===== src/rtl/maxpool2d_stream.sv =====
// 2x2 stride-2 signed max pooling over a raster-ordered multi-channel pixel stream.
// Optional input address checking is enabled with `define MAXPOOL_ADDR_CHECK_EN.
package pkg_parameters;
    localparam int FEATURE_MAP_RESOLUTION = 8;
    localparam int FEATURE_MAP_ADDRWIDE   = 16;
endpackage

module maxpool2d_stream
    import pkg_parameters::*;
#(
    parameter int F_IN_W = 26,
    parameter int F_IN_H = 11,
    parameter int F_IN_D = 4
) (
    input  logic                                     clk_i,
    input  logic                                     rst_i,
    input  logic                                     feature_in_valid_i,
    input  logic [FEATURE_MAP_RESOLUTION*F_IN_D-1:0] feature_in_data_i,
    input  logic [FEATURE_MAP_ADDRWIDE-1:0]          feature_in_addr_i,
    output logic                                     feature_in_ready_o,
    output logic                                     feature_out_valid_o,
    output logic [FEATURE_MAP_RESOLUTION*F_IN_D-1:0] feature_out_data_o,
    output logic [FEATURE_MAP_ADDRWIDE-1:0]          feature_out_addr_o,
    input  logic                                     feature_out_ready_i,
    output logic                                     addr_err_o
);
    localparam int F_OUT_W = F_IN_W / 2;
    localparam int F_OUT_H = F_IN_H / 2;
    localparam int RES     = FEATURE_MAP_RESOLUTION;
    localparam int AW      = FEATURE_MAP_ADDRWIDE;
    localparam int COL_W   = (F_IN_W > 1) ? $clog2(F_IN_W) : 1;
    localparam int ROW_W   = (F_IN_H > 1) ? $clog2(F_IN_H) : 1;
    localparam int LB_W    = (F_OUT_W > 1) ? $clog2(F_OUT_W) : 1;

    typedef enum logic [1:0] {ROW_EVEN, ROW_ODD, ROW_DROP} state_t;
    typedef logic signed [RES-1:0] pix_t;

    state_t             state;
    logic [COL_W-1:0]   col;
    logic [ROW_W-1:0]   row;
    pix_t               hold     [F_IN_D];
    pix_t               linebuf  [F_OUT_W][F_IN_D];
    pix_t               pair_max [F_IN_D];
    pix_t               pool_max [F_IN_D];
    logic [RES*F_IN_D-1:0] pool_flat;
    logic               in_fire;
    logic               last_col;
    logic               last_row;
    logic               drop_next;
    logic               lb_wr;
    logic               complete;
    logic [LB_W-1:0]    lb_idx;
    logic [AW-1:0]      out_addr_next;

    assign feature_in_ready_o = !feature_out_valid_o || feature_out_ready_i;
    assign in_fire   = feature_in_valid_i && feature_in_ready_o;
    assign last_col  = (col == COL_W'(F_IN_W - 1));
    assign last_row  = (row == ROW_W'(F_IN_H - 1));
    // An odd-height frame leaves one unpaired row after the last full row pair.
    assign drop_next = (F_IN_H % 2 == 1) && (row == ROW_W'(2 * F_OUT_H - 1));
    assign lb_idx    = LB_W'(col >> 1);
    assign lb_wr     = in_fire && (state == ROW_EVEN) && col[0];
    assign complete  = in_fire && (state == ROW_ODD) && col[0];
    assign out_addr_next = AW'(row >> 1) * AW'(F_OUT_W) + AW'(col >> 1);

    always_comb begin
        pool_flat = '0;
        for (int unsigned c = 0; c < F_IN_D; c++) begin
            pix_t p;
            p           = feature_in_data_i[c*RES +: RES];
            pair_max[c] = (hold[c] > p) ? hold[c] : p;
            pool_max[c] = (pair_max[c] > linebuf[lb_idx][c]) ? pair_max[c] : linebuf[lb_idx][c];
            pool_flat[c*RES +: RES] = pool_max[c];
        end
    end

    always_ff @(posedge clk_i) begin
        for (int unsigned c = 0; c < F_IN_D; c++) begin
            if (in_fire && !col[0])
                hold[c] <= feature_in_data_i[c*RES +: RES];
            if (lb_wr)
                linebuf[lb_idx][c] <= pair_max[c];
        end
    end

    always_ff @(posedge clk_i or posedge rst_i) begin
        if (rst_i) begin
            state               <= ROW_EVEN;
            col                 <= '0;
            row                 <= '0;
            feature_out_valid_o <= 1'b0;
            feature_out_data_o  <= '0;
            feature_out_addr_o  <= '0;
        end else begin
            if (in_fire) begin
                if (last_col) begin
                    col <= '0;
                    if (last_row) begin
                        row   <= '0;
                        state <= ROW_EVEN;
                    end else begin
                        row <= row + 1'b1;
                        unique case (state)
                            ROW_EVEN: state <= ROW_ODD;
                            ROW_ODD:  state <= drop_next ? ROW_DROP : ROW_EVEN;
                            default:  state <= ROW_EVEN;
                        endcase
                    end
                end else begin
                    col <= col + 1'b1;
                end
            end
            if (complete) begin
                feature_out_valid_o <= 1'b1;
                feature_out_data_o  <= pool_flat;
                feature_out_addr_o  <= out_addr_next;
            end else if (feature_out_ready_i) begin
                feature_out_valid_o <= 1'b0;
            end
        end
    end

`ifdef MAXPOOL_ADDR_CHECK_EN
    logic [AW-1:0] exp_in_addr;
    assign exp_in_addr = AW'(row) * AW'(F_IN_W) + AW'(col);

    always_ff @(posedge clk_i or posedge rst_i) begin
        if (rst_i)
            addr_err_o <= 1'b0;
        else if (in_fire && (feature_in_addr_i != exp_in_addr))
            addr_err_o <= 1'b1;
    end
`else
    assign addr_err_o = 1'b0;
`endif

endmodule

===== config.mk =====
export PLATFORM = sky130hd
export DESIGN_NAME = maxpool2d_stream
export DESIGN_NICKNAME = d
export VERILOG_FILES = /design/src/rtl/maxpool2d_stream.sv
export SDC_FILE = /design/constraint.sdc
export NUM_CORES = 1
export LEC_CHECK = 0
export BUFFER_PORTS_ARGS = -buffer_cell sky130_fd_sc_hd__buf_2
export CAP_MARGIN = 40
export CORE_MARGIN = 10
export CORE_UTILIZATION = 66
export DETAILED_ROUTE_END_ITERATION = 7
export PLACE_DENSITY = 0.92
export SYNTH_ARGS = -nofsm -noshare
export SYNTH_HDL_FRONTEND = slang
export SYNTH_SLANG_ARGS = --single-unit

===== constraint.sdc =====
create_clock -name clk_i -period 9.3 [get_ports clk_i]
set_input_delay 1.395 -clock clk_i [delete_from_list [all_inputs] [get_ports clk_i]]
set_output_delay 1.395 -clock clk_i [all_outputs]
set_load 0.03 [all_outputs]

==> flow_metrics.tcl <==
set metrics [dict create \
    outcome "complete, but fails checks" \
    violations "DRC" \
    cts_tree "done" \
    ys_seq_elements 500 \
    synth.area.top_cells "edfxtp_1, mux4_2, dfrtp_1, ha_1, nand2_1" \
    setup_ws_ns 3.72 \
    place_inst 1818 \
    syn_inst 1325 \
    drc_errors 5 \
    insertion_delay_ns 0.57 \
    cp_slowest_cell "or4b_2" \
    clock.fmax_ghz 0.179 \
    cts_buffers 48 \
    drive_gt1_frac 0.226 \
    p_leak_nw 8.88 \
    fin_nets 1560 \
    combPwrFrac 0.346 \
    grt_setup_unrepaired "no" \
    yosysWarnings 0 \
    drt.antenna.violating_nets 0 \
    ir_worst_vdd_uv 223 \
    start_util 0.668 \
    worstPathMaxFanout 15 \
    via_per_inst 6.95 \
    yosys.area.top_type "edfxtp_1" \
    drt_first_iter_violations 2119 \
    ys.flop_type "edfxtp_1" \
    worst_setup_path_start_kind "input pin" \
    yosysUniqueCellTypes 56 \
    die_w_um 201 \
    p_sw_frac 0.347 \
    synth.top_cell.area_share 0.621 \
    post_cts_resized 0 \
    whs_ns 0.474 \
    syn_area_per_cell_sq_um 16.4 \
    powerDensity_mw_per_mm2 318 \
    final_util 0.752 \
    clkTransAtPathRegs_ns 0.06 \
    die_area_sq_mm 0.0405 \
    clock_sinks 500 \
    cp_cell_sequence "buf_2 > inv_1 > ha_1 > nand4_1 > o22a_1 > nand3b_1 > o21ai_1 > a222oi_1 > buf_4 > ha_1 > or4b_2 > a21oi_1 > o221ai_1 > nand2_1 > nor2_1 > a221o_1" \
    grt_pass1_vias 13900 \
    p_seq_frac 0.388 \
    setup_viol 0 \
    endpoint_kind "register" \
    power_mw 7.75 \
    netlist_area_sq_mm 0.0217 \
    cp_common_cell "ha_1" \
    min_path_type "register to register" \
    synth-seq-area-share 0.681 \
    async_reset_ff_frac 0.104 \
    dr.pass1.iters 8 \
    max_stage_delay_ns 0.65 \
    gr-total-overflow 0 \
    worstSetupPathType "input pin to register" \
    timing.final.crit_share 0.600 \
    internal_power_mw 5.06 \
    final_cells 1907 \
    post_drt_wl_per_cell_um 29.1 \
    dpl.hpwl_mm 29.5 \
    finalInstanceArea_sq_mm 0.0244 \
    fin_tns_setup_ns 0 \
    p_clk_frac 0.266 \
    worstMarginPinSlew_ns 0.824 \
    fillCellCount 1644 \
    placed_area_sq_mm 0.0227 \
    fin_skew_ns 0.0236 \
    antenna_cells 0 \
    hold_viol 0 \
    portBuffers 77 \
    drv_cap 0 \
    synth_commonest_cells "edfxtp_1, mux4_2, nand2_1" \
    dr_total_vias 13300 \
    die_height_um 201 \
    antenna_found_initial 0 \
    synth_enable_flop_cells 448 \
    clk_path_buf_depth 3 \
    grt_pass1_wl_mm 85.1 \
    hold_buffers 0 \
    cts_post_setup_buffers_inserted 0 \
    place_congestion 0.818 \
    min_period_ns 5.58 \
    yosysMostFrequentCell "edfxtp_1" \
    area_delta_synth_final_pct 12.6 \
    core_sq_mm 0.0325 \
    slew_headroom 0.450 \
    critPathRequiredTime_ns 9.72 \
    io-pin-count 103 \
    wl_mm 55.6 \
    core.rowCount 66 \
    cts-htree-levels 2 \
    switching_power_mw 2.69 \
    grt_max_degree 80 \
    grt_usage 0.275 \
    dp_slack_ns 3.74 \
    critPathArrivalTime_ns 6.00 \
    clockRootBuffer "clkbuf_16" \
    final_max_slew_viol_count 0 \
]
==> final timing paths <==
kind                                       start                    end  slack [ns]  cells past startpoint
setup / recovery           feature_in_data_i[15]  feature_out_data_o[8]        3.72                     16
hold / removal             feature_out_addr_o[0]  feature_out_addr_o[0]        0.47                      2
setup reg to reg                      hold[1][5]  feature_out_data_o[8]        4.26                     14
hold reg to reg            feature_out_addr_o[0]  feature_out_addr_o[0]        0.47                      2
max in group asynchronous                  rst_i                 col[2]        7.60                      3
min in group asynchronous                  rst_i  feature_out_addr_o[3]        1.03                      3
==> layout make-up <==
type,count,area [sq um],area share
Timing Repair Buffer,110,706,0.0289
Clock inverter,27,330,0.0135
Sequential cell,500,14800,0.605
Inverter,82,308,0.0126
Clock buffer,62,1330,0.0543
Multi-Input combinational cell,684,6410,0.263
Tap cell,442,553,0.0227
==> placed cells by master (no fill, tap or decap), drive strengths merged, types with 3 or more instances in the layout <==
cell    netlist  layout
o21a         14      14
a221o         8       8
and3         27      27
nor3          4       4
clkinv        0      17
a222oi        8       8
o211ai       13      13
a21boi       15      15
nand2       105     105
o221ai       18      18
edfxtp      448     448
nor2b         9       9
or2          21      21
conb          1       9
nor2         44      44
mux4        109     109
o21ai        39      39
dfrtp        52      52
inv          82      84
nand3        36      36
ha           80      80
a31oi         4       4
buf          33     110
a21oi        43      43
clkbuf       34      62
nand2b       12      12
nand4         9       9
bufinv        0       8
a211o         3       3
o22ai        13      13
mux2i        10      10
==> sequential cells by signal, summed over array words and instances (netlist names) <==
signal	cells
col	5
feature_out_valid_o	1
hold	32
feature_out_data_o	32
feature_out_addr_o	8
state	2
linebuf	416
row	4
==> metal layers <==
layer	part of all wire	wire length (um)	vias up	GRT usage
met5	0	0	-	0
met4	0.051	2830	0	0.142
met3	0.11	6340	244	0.0636
met2	0.50	27700	1137	0.458
met1	0.34	18700	6493	0.331
li1	-	-	5379	-
==> kinds of logic (layout without fill, tap and decap cells) <==
family	after synthesis	after routing	share of synthesized area
AND/OR/NAND/NOR	277	277	0.0613
multiplexers	119	119	0.118
XOR/XNOR	4	4	0.00162
buffers and inverters	149	281	0.0298
other	1	9	0.000173
AO/OA/AOI/OAI	193	193	0.0605
flip-flops	500	500	0.681
adder cells (fa/ha/maj)	82	82	0.0480
==> power groups by stage <==
stage / logic, mW / clock network (mW) / registers (mW)
floorplan: 1.70 / 0 / 3.09
global placement: 2.33 / 0 / 3.02
detailed placement: 2.52 / 0 / 3.03
CTS: 2.62 / 2.07 / 3.00
global route: 2.85 / 2.15 / 3.03
finish: 2.68 / 2.06 / 3.01
==> critical path: cells and delay by family <==
family,cells,cell delay (ns)
compound gates,6,1.91
fa+ha+maj,2,0.60
buf+inv,3,0.48
simple gates,5,1.61
Power figures use the tool's default switching activity.
